===== src/rtl/plic_lite_if.sv =====
// Data-memory bus slice seen by plic_lite: one-cycle read/write strobes,
// byte address, write data and registered read data.
interface plic_lite_if;
  logic        mem_ren;
  logic        mem_wen;
  logic [7:0]  mem_addr;
  logic [31:0] mem_wdata;
  logic [31:0] mem_rdata;

  modport master (output mem_ren, output mem_wen, output mem_addr,
                  output mem_wdata, input mem_rdata);
  modport slave  (input mem_ren, input mem_wen, input mem_addr,
                  input mem_wdata, output mem_rdata);
endinterface


===== src/rtl/plic_lite.sv =====
// plic_lite: memory-mapped external-interrupt controller.
// NUM_SRC sources (IDs 1..NUM_SRC, 0 = none), per-source priority, global
// threshold, claim/complete handshake, registered external_interrupt.
// Optional macro PLIC_EDGE_TRIG_EN: rising-edge gateways with a one-deep
// "again" flag per source; default build is level-sensitive.
module plic_lite #(
  parameter int NUM_SRC = 8,
  parameter int PRIO_W  = 3
) (
  input  logic               clock,
  input  logic               reset,
  input  logic [NUM_SRC-1:0] src_irq,
  plic_lite_if.slave         bus,
  output logic               external_interrupt
);

  localparam int IDW = 5;

  typedef enum logic [1:0] {S_IDLE = 2'd0, S_PEND = 2'd1, S_CLAIM = 2'd2} gw_state_e;

  logic [NUM_SRC-1:0] r_sync1, r_sync2;
`ifdef PLIC_EDGE_TRIG_EN
  logic [NUM_SRC-1:0] r_sync3;
`endif
  logic [NUM_SRC-1:0] r_en;
  logic [PRIO_W-1:0]  r_thresh;
  logic [PRIO_W-1:0]  r_prio [NUM_SRC];
  logic [31:0]        r_rdata;
  logic               r_ext;

  logic [NUM_SRC-1:0] w_pend;
  logic [5:0]         w_word;
  logic               w_claim_rd, w_cmpl_wr;
  logic [IDW-1:0]     w_cmpl_id;
  logic [IDW-1:0]     w_win_id;
  logic [PRIO_W-1:0]  w_win_prio;
  logic               w_win_vld, w_win_ok;
  logic [31:0]        w_rdata;
  logic               w_unused;

  assign w_word     = bus.mem_addr[7:2];
  assign w_claim_rd = bus.mem_ren && (w_word == 6'd3);
  assign w_cmpl_wr  = bus.mem_wen && (w_word == 6'd3);
  assign w_cmpl_id  = bus.mem_wdata[IDW-1:0];
  assign w_unused   = ^{bus.mem_addr[1:0], bus.mem_wdata};

  assign bus.mem_rdata     = r_rdata;
  assign external_interrupt = r_ext;

  // Two-flop synchronizer on every source line (plus history flop in edge mode)
  always_ff @(posedge clock or negedge reset) begin
    if (!reset) begin
      r_sync1 <= '0;
      r_sync2 <= '0;
`ifdef PLIC_EDGE_TRIG_EN
      r_sync3 <= '0;
`endif
    end else begin
      r_sync1 <= src_irq;
      r_sync2 <= r_sync1;
`ifdef PLIC_EDGE_TRIG_EN
      r_sync3 <= r_sync2;
`endif
    end
  end

  // Arbitration: highest priority among eligible sources, ascending scan with
  // strict compare so ties resolve to the lowest ID; priority 0 never wins.
  always_comb begin
    w_win_id   = '0;
    w_win_prio = '0;
    w_win_vld  = 1'b0;
    for (int i = 0; i < NUM_SRC; i++) begin
      if (w_pend[i] && r_en[i] && (r_prio[i] > w_win_prio)) begin
        w_win_prio = r_prio[i];
        w_win_id   = IDW'(i + 1);
        w_win_vld  = 1'b1;
      end
    end
    w_win_ok = w_win_vld && (w_win_prio > r_thresh);
  end

  // Per-source gateways
  for (genvar g = 0; g < NUM_SRC; g++) begin : g_gw
    gw_state_e r_state;
    logic      w_claim, w_cmpl, w_trig;

    assign w_claim = w_claim_rd && w_win_ok && (w_win_id == IDW'(g + 1));
    assign w_cmpl  = w_cmpl_wr && (w_cmpl_id == IDW'(g + 1));
    assign w_pend[g] = (r_state == S_PEND);

`ifdef PLIC_EDGE_TRIG_EN
    logic r_again;
    assign w_trig = r_sync2[g] & ~r_sync3[g];

    // Edge gateway: edges in PEND are absorbed, an edge in CLAIM is remembered
    always_ff @(posedge clock or negedge reset) begin
      if (!reset) begin
        r_state <= S_IDLE;
        r_again <= 1'b0;
      end else begin
        case (r_state)
          S_IDLE:  if (w_trig) r_state <= S_PEND;
          S_PEND:  if (w_claim) r_state <= S_CLAIM;
          S_CLAIM: begin
            if (w_cmpl) begin
              r_state <= (r_again || w_trig) ? S_PEND : S_IDLE;
              r_again <= 1'b0;
            end else if (w_trig) begin
              r_again <= 1'b1;
            end
          end
          default: r_state <= S_IDLE;
        endcase
      end
    end
`else
    assign w_trig = r_sync2[g];

    // Level gateway: a completed source still high re-pends via IDLE next cycle
    always_ff @(posedge clock or negedge reset) begin
      if (!reset) begin
        r_state <= S_IDLE;
      end else begin
        case (r_state)
          S_IDLE:  if (w_trig) r_state <= S_PEND;
          S_PEND:  if (w_claim) r_state <= S_CLAIM;
          S_CLAIM: if (w_cmpl) r_state <= S_IDLE;
          default: r_state <= S_IDLE;
        endcase
      end
    end
`endif
  end

  // Read mux over the register map; unmapped words read 0
  always_comb begin
    w_rdata = '0;
    case (w_word)
      6'd0: w_rdata = 32'({w_pend, 1'b0});
      6'd1: w_rdata = 32'({r_en, 1'b0});
      6'd2: w_rdata = 32'(r_thresh);
      6'd3: w_rdata = w_win_ok ? 32'(w_win_id) : 32'd0;
      default: begin
        for (int i = 0; i < NUM_SRC; i++)
          if (w_word == 6'(i + 4)) w_rdata = 32'(r_prio[i]);
      end
    endcase
  end

  // Configuration registers; a same-cycle read sees pre-write contents
  always_ff @(posedge clock or negedge reset) begin
    if (!reset) begin
      r_en     <= '0;
      r_thresh <= '0;
      for (int i = 0; i < NUM_SRC; i++) r_prio[i] <= '0;
    end else if (bus.mem_wen) begin
      if (w_word == 6'd1) r_en     <= bus.mem_wdata[NUM_SRC:1];
      if (w_word == 6'd2) r_thresh <= bus.mem_wdata[PRIO_W-1:0];
      for (int i = 0; i < NUM_SRC; i++)
        if (w_word == 6'(i + 4)) r_prio[i] <= bus.mem_wdata[PRIO_W-1:0];
    end
  end

  // Registered read data (held until next read) and interrupt level
  always_ff @(posedge clock or negedge reset) begin
    if (!reset) begin
      r_rdata <= '0;
      r_ext   <= 1'b0;
    end else begin
      if (bus.mem_ren) r_rdata <= w_rdata;
      r_ext <= w_win_ok;
    end
  end

endmodule

===== src/flat_wrapper.sv =====
// flat-port wrapper written by rule: the top's interface ports become plain ports
module plic_lite_flat 
#(
  parameter int NUM_SRC = 8,
  parameter int PRIO_W  = 3
)
  (clock, reset, src_irq, external_interrupt, bus_mem_ren, bus_mem_wen, bus_mem_addr, bus_mem_wdata, bus_mem_rdata);
  plic_lite_if bus_i ();
  input  logic clock;
  input  logic reset;
  input  logic [NUM_SRC-1:0] src_irq;
  output logic external_interrupt;
  input wire logic [$bits(bus_i.mem_ren)-1:0] bus_mem_ren;
  input wire logic [$bits(bus_i.mem_wen)-1:0] bus_mem_wen;
  input wire logic [$bits(bus_i.mem_addr)-1:0] bus_mem_addr;
  input wire logic [$bits(bus_i.mem_wdata)-1:0] bus_mem_wdata;
  output wire logic [$bits(bus_i.mem_rdata)-1:0] bus_mem_rdata;
  assign bus_i.mem_ren = bus_mem_ren;
  assign bus_i.mem_wen = bus_mem_wen;
  assign bus_i.mem_addr = bus_mem_addr;
  assign bus_i.mem_wdata = bus_mem_wdata;
  assign bus_mem_rdata = bus_i.mem_rdata;
  plic_lite #(.NUM_SRC(NUM_SRC), .PRIO_W(PRIO_W)) u_core (.clock(clock), .reset(reset), .src_irq(src_irq), .bus(bus_i), .external_interrupt(external_interrupt));
endmodule

===== config.mk =====
export PLATFORM = sky130hd
export DESIGN_NAME = plic_lite_flat
export DESIGN_NICKNAME = d
export VERILOG_FILES = /design/src/rtl/plic_lite_if.sv /design/src/rtl/plic_lite.sv /design/src/flat_wrapper.sv
export SDC_FILE = /design/constraint.sdc
export NUM_CORES = 1
export LEC_CHECK = 0
export CORE_MARGIN = 2
export CORE_UTILIZATION = 30
export DETAILED_ROUTE_END_ITERATION = 10
export GPL_ROUTABILITY_DRIVEN = 0
export HOLD_SLACK_MARGIN = 0.15
export PLACE_DENSITY = 0.54
export REMOVE_ABC_BUFFERS = 1
export SLEW_MARGIN = 20
export SYNTH_ARGS = -nofsm -noshare
export SYNTH_HDL_FRONTEND = slang
export SYNTH_SLANG_ARGS = --single-unit

===== constraint.sdc =====
create_clock -name clock -period 29.8 [get_ports clock]
set_input_delay 4.47 -clock clock [delete_from_list [all_inputs] [get_ports clock]]
set_output_delay 4.47 -clock clock [all_outputs]
set_load 0.05 [all_outputs]

=== Word-level counts from Yosys, hierarchy flattened ===
Cells that the tools add are included.

* Equal/unequal tests: 67
* Reduce and logical (&&, ||, !) cells: 63
* Bitwise gates (word level): 0
* Shifts and indexed selects: 0
* Divide/modulo/power cells: 0
* $mul: 0
* Add/subtract/negate cells: 0
* Order comparisons: 9
* Multiplexer cells: 66

{| class="wikitable"
|+ Operator list
! kind !! number
|-
| 32-bit one-hot mux with 4 select lines || 1
|-
| 2-bit two-way mux || 24
|-
| 3-bit two-way mux || 16
|-
| 2-bit one-hot mux with 3 select lines || 8
|-
| 5-bit by 3-bit equality test with 1-bit output, second input constant || 8
|-
| 5-bit two-way mux || 8
|-
| 1-bit logical AND || 36
|-
| 2-bit by 1-bit != test with 1-bit output, second input constant || 16
|-
| 6-bit by 3-bit equality test with 1-bit output, second input constant || 4
|-
| 6-bit by 4-bit equality test with 1-bit output, second input constant || 4
|-
| 3-bit greater-than comparator || 8
|-
| 3-bit AND reduction || 8
|-
| 5-bit by 2-bit equality test with 1-bit output, second input constant || 4
|-
| 2-bit AND reduction || 10
|-
| 2-bit by 1-bit equality test with 1-bit output, second input constant || 8
|-
| 2-bit equality test, second input constant || 8
|-
| 2-bit logical NOT || 8
|-
| 2-bit != test, second input constant || 8
|-
| 6-bit by 2-bit equality test with 1-bit output, second input constant || 2
|-
| 5-bit by 1-bit equality test with 1-bit output, second input constant || 2
|-
| 5-bit by 4-bit equality test with 1-bit output, second input constant || 2
|-
| 1-bit two-way mux || 9
|-
| 6-bit by 1-bit equality test with 1-bit output, second input constant || 1
|-
| 6-bit logical NOT || 1
|-
| 3-bit by 1-bit greater-than comparator with 1-bit output, second input constant || 1
|}

* Bits in writable memories: 0
* Memories: 0
* Logic and storage cells: 227
* Bits in latches: 0
* Flip-flop bits (word level): 100
* Bits in read-only memories: 0

=== Longest topological paths before layout ===
* Depth in word-level cells: 31
* Mapped depth: 57
* Gate-level depth less buffers: 56

=== Worst setup path before layout ===
Ideal clock, no wire load.

* Path type: register to register
* From: reg u_core.g_gw[0].r_state[1]
* To: reg u_core.g_gw[2].r_state[0]
* Setup time: 0.142 ns
* Arrival time: 10.834 ns
* Setup slack: 18.824 ns
* Buffers on the path: 1
* Stages on the path, launching flop included: 55
* Required time: 29.658 ns
* Path through: dfrtp_1 > and3b_1 > nand2_1 > ha_1 > and3_1 > a211o_4 > mux2i_1 > inv_2 > ha_1 > a311oi_4 > and2_4 > buf_6 > nor2_1 > a21oi_1 > ha_1 > nor2_1 > o311ai_0 > a31oi_1 > [... 19 more ...] > nand2_1 > o21a_1 > ha_1 > nor2b_1 > o21a_1 > o2111ai_1 > inv_1 > nor2_1 > a21oi_1 > ha_1 > a21o_1 > a21oi_1 > a31oi_1 > inv_1 > nor3_1 > nand4_1 > a21oi_2 > a311oi_1

* Longest elaborated chain between the ends: 31

{| class="wikitable"
|+ Ends and longest elaborated chain
! item !! line !! text
|-
| start, declared || plic_lite.sv:85 || <nowiki>gw_state_e r_state;</nowiki>
|-
| start signal, assigned || plic_lite.sv:123 || <nowiki>r_state <= S_IDLE;</nowiki>
|-
| start signal, assigned || plic_lite.sv:126 || <nowiki>S_IDLE: if (w_trig) r_state <= S_PEND;</nowiki>
|-
| start signal, assigned || plic_lite.sv:127 || <nowiki>S_PEND: if (w_claim) r_state <= S_CLAIM;</nowiki>
|-
| 2-bit by 1-bit equality test with 1-bit output * || plic_lite.sv:90 || <nowiki>assign w_pend[g] = (r_state == S_PEND);</nowiki>
|-
| 1-bit logical AND * (2 in series) || plic_lite.sv:74 || <nowiki>if (w_pend[i] && r_en[i] && (r_prio[i] > w_win_prio)) begin</nowiki>
|-
| 3-bit two-way mux || plic_lite.sv:74 ||
|-
| 3-bit greater-than comparator || plic_lite.sv:74 ||
|-
| 1-bit logical AND || plic_lite.sv:74 ||
|-
| 3-bit two-way mux || plic_lite.sv:74 ||
|-
| 3-bit greater-than comparator || plic_lite.sv:74 ||
|-
| 1-bit logical AND || plic_lite.sv:74 ||
|-
| [... 14 more ...] || -- ||
|-
| 1-bit logical AND || plic_lite.sv:74 ||
|-
| 3-bit two-way mux || plic_lite.sv:74 ||
|-
| 3-bit greater-than comparator || plic_lite.sv:80 || <nowiki>w_win_ok = w_win_vld && (w_win_prio > r_thresh);</nowiki>
|-
| 1-bit logical AND || plic_lite.sv:80 ||
|-
| 1-bit logical AND || plic_lite.sv:88 || <nowiki>assign w_claim = w_claim_rd && w_win_ok && (w_win_id == IDW'(g + 1));</nowiki>
|-
| 1-bit logical AND * || plic_lite.sv:88 ||
|-
| 2-bit != test (no line) * || -- ||
|-
| 3-bit AND reduction (no line) * || -- ||
|-
| end signal, assigned || plic_lite.sv:123 ||
|-
| end signal, assigned || plic_lite.sv:126 ||
|-
| end signal, assigned || plic_lite.sv:127 ||
|-
| end, declared || plic_lite.sv:85 ||
|}

Every way passes the cells marked *; elsewhere a longest branch is shown, timed or not.
A chain may end at the register's enable or synchronous reset.

=== Final worst setup path ===
Ends and elaborated chain as after synthesis.

==> results.cfg <==
[timing]
hold_slack_ns = 0.346
final-max-slew-violation-count = 0
grt_setup_unrepaired = false
post-route-period-util_pct = 42.6
skew_ns = 0.00745
fin_tns_setup_ns = 0
worst_pin_slew_ns = 0.960
max_freq_ghz = 0.0788
max_slew_margin_pct = 36.0
setup_viol = 0
worst_slack_ns = 17.10
hold_viol = 0
fin_crit_ns = 12.70

[global_routing]
grt_pass1_wl_mm = 18.7
grt_max_degree = 78
grt.met1_usage_pct = 20.3
grt-ovfl-total = 0
grtUsageMet2_pct = 23.0
grt_usage_pct = 14.9
met3_usage_pct = 3.75
antenna_found_initial = 0
busiest_layer = met2
grt_pass1_vias = 3527

[setup_path]
cpMostUsedCell = ha_1
worst-r2r-cell-count = 52
cp-start-kind = flip-flop
crit_path_max_incr_delay_ns = 0.50
rr_startpoint = u_core.g_gw[0].r_state[1]
cp_max_fo = 13
cp.required_ns = 29.98
r2r-end = u_core.g_gw[2].r_state[0]
path_delay_family = compound AO/OA/AOI/OAI gates
cp-end-kind = flip-flop
cp.buffers_inverters = 4
slowest_stage = o2111ai_1
rrSetupSlack_ns = 17.10
path_class = flip-flop to flip-flop
crit_arrival_ns = 12.88

[power]
ir_worst_vdd_v = 0.0000315
power.total_mw = 0.313
powerDensity_nw_per_um2 = 59.4
p_leak_nw = 2.26

[routing]
vias_per_cell = 5.11
drt_iter0_drc = 193
first_pass_iters = 4
ant_nets = 0
wl_per_cell_um = 16.5
routed_wl_mm = 11.1
vias = 3440
drc_errors = 0

[cells_and_area]
diodes = 0
fin_cells = 673
areaGrowthSynthToFinish_pct = 16.8
final_cell_mix = dfrtp_1, nand2_1, mux2_2
design_area_um2 = 5260
final_common_cell = dfrtp_1
drive_gt1_share_pct = 16.0
fin_nets = 554
utilization_pct = 36.0

[yosys]
synth.cell_area_um2 = 4500
synth_area_leaders = dfrtp_1, mux2_2, ha_1
syn_inst = 447
async_flop_share_pct = 100
synth_ff_type = dfrtp_1
syn_area_per_cell_um2 = 10.1
ys_seq_area_share_pct = 42.8
ys_seq_elements = 77
yosysTopAreaCell = dfrtp_1
yosysWarnings = 0
synth_cell_types = 63
synth_edf_count = 0
yosysTopAreaCellShare_pct = 42.8

[placed_design]
dp_slack_ns = 17.23
placed_area_um2 = 4960
port_buffers = 36
place.detailed.hpwl_mm = 8.23
placed_cells = 657

[clock_tree]
holdBufCountCts = 0
cts_max_path_buffers = 2
ctsResizeCount = 0
clkTransAtPathRegs_ns = 0.06
post-cts-setup-buffer-count = 0
clock_latency_ns = 0.34
clockRootBuffer = clkbuf_16
cts_tree = yes
cts.sinks = 77
cts_buffers = 9
h-tree-depth = 3

[job]
max_cap_violations = 0

[die]
die_area_um2 = 16000
fp-row-count = 44
fp.coreArea_um2 = 14600
start_util_pct = 30.8
io_pins = 85
die_x_um = 126
die_h_um = 126

[hold_path]
hold_depth = 0
hold_class = flip-flop to flip-flop
hold_path.startpoint = u_core.r_sync1[3]
min_to = u_core.r_sync2[3]

[run_status]
status = complete, no violations
## cells in the mapped netlist, types with 3 or more instances
cell type	n
and2_1	4
o31ai_1	3
mux2_4	5
dfrtp_1	77
mux2_2	36
buf_4	23
nor2b_1	9
nand3_1	18
a21oi_1	24
and3b_1	3
mux4_2	4
inv_1	32
a31oi_1	4
o22ai_1	7
ha_1	18
nor3_1	10
a211oi_1	5
nand2_1	39
nor2_1	26
mux2i_1	6
nand3b_1	3
and3_1	5
nor4_1	5
o21ai_0	19
nor3b_1	4
clkbuf_1	8
a32o_1	3
nand2b_1	5
## registers in the layout, indices dropped and copies added, names as in the netlist
name and count:
u_core.r_sync1 8, u_core.r_sync2 8, u_core.bus.mem_rdata 9, u_core.r_prio 24, u_core.r_thresh 3, u_core.external_interrupt 1
u_core.r_en 8, u_core.g_gw.r_state 16
## metal layers
| layer | vias to the layer above | part of all wire [%] |
|---|---|---|
| met5 | - | 0 |
| met4 | 0 | 1.7 |
| met3 | 16 | 4.7 |
| met2 | 105 | 45 |
| met1 | 1683 | 48 |
| li1 | 1636 | - |
## kinds of logic after synthesis
| kind of cell | count (synthesis) | synth area share, % |
|---|---|---|
| flops | 77 | 42.8 |
| compound gates | 93 | 14.5 |
| fa+ha+maj | 20 | 5.53 |
| simple gates | 138 | 15.4 |
| buf+inv | 67 | 7.67 |
| mux | 51 | 14.0 |
| other cells | 1 | 0.0833 |
## how the worst max path moves through the flow
stage	end	slack, ns	depth (start not counted)	startpoint
2_1_floorplan	u_core.g_gw[2].r_state[0]	18.89	53	u_core.g_gw[0].r_state[1]
3_3_place_gp	u_core.g_gw[2].r_state[0]	17.36	52	u_core.g_gw[0].r_state[1]
3_5_place_dp	u_core.g_gw[2].r_state[0]	17.23	52	u_core.g_gw[0].r_state[1]
4_1_cts	u_core.g_gw[2].r_state[0]	17.12	52	u_core.g_gw[0].r_state[1]
5_1_grt	u_core.g_gw[2].r_state[0]	16.09	53	u_core.g_gw[0].r_state[1]
6_report	u_core.g_gw[2].r_state[0]	17.10	52	u_core.g_gw[0].r_state[1]
## where the power goes
| part | switching [mW] | internal, mW |
|---|---|---|
| combinational | 0.0498 | 0.0336 |
| clock | 0.0413 | 0.0669 |
| sequential | 0.00820 | 0.113 |
## cell type report
cell class	count	area, um2
Clock buffer	12	246
Clock inverter	4	47.5
Fill cell	1454	9330
Inverter	33	124
Multi-Input combinational cell	325	2310
Sequential cell	77	1930
Tap cell	184	230
Timing Repair Buffer	38	373
Note: power is estimated with default switching activity, not from simulation.
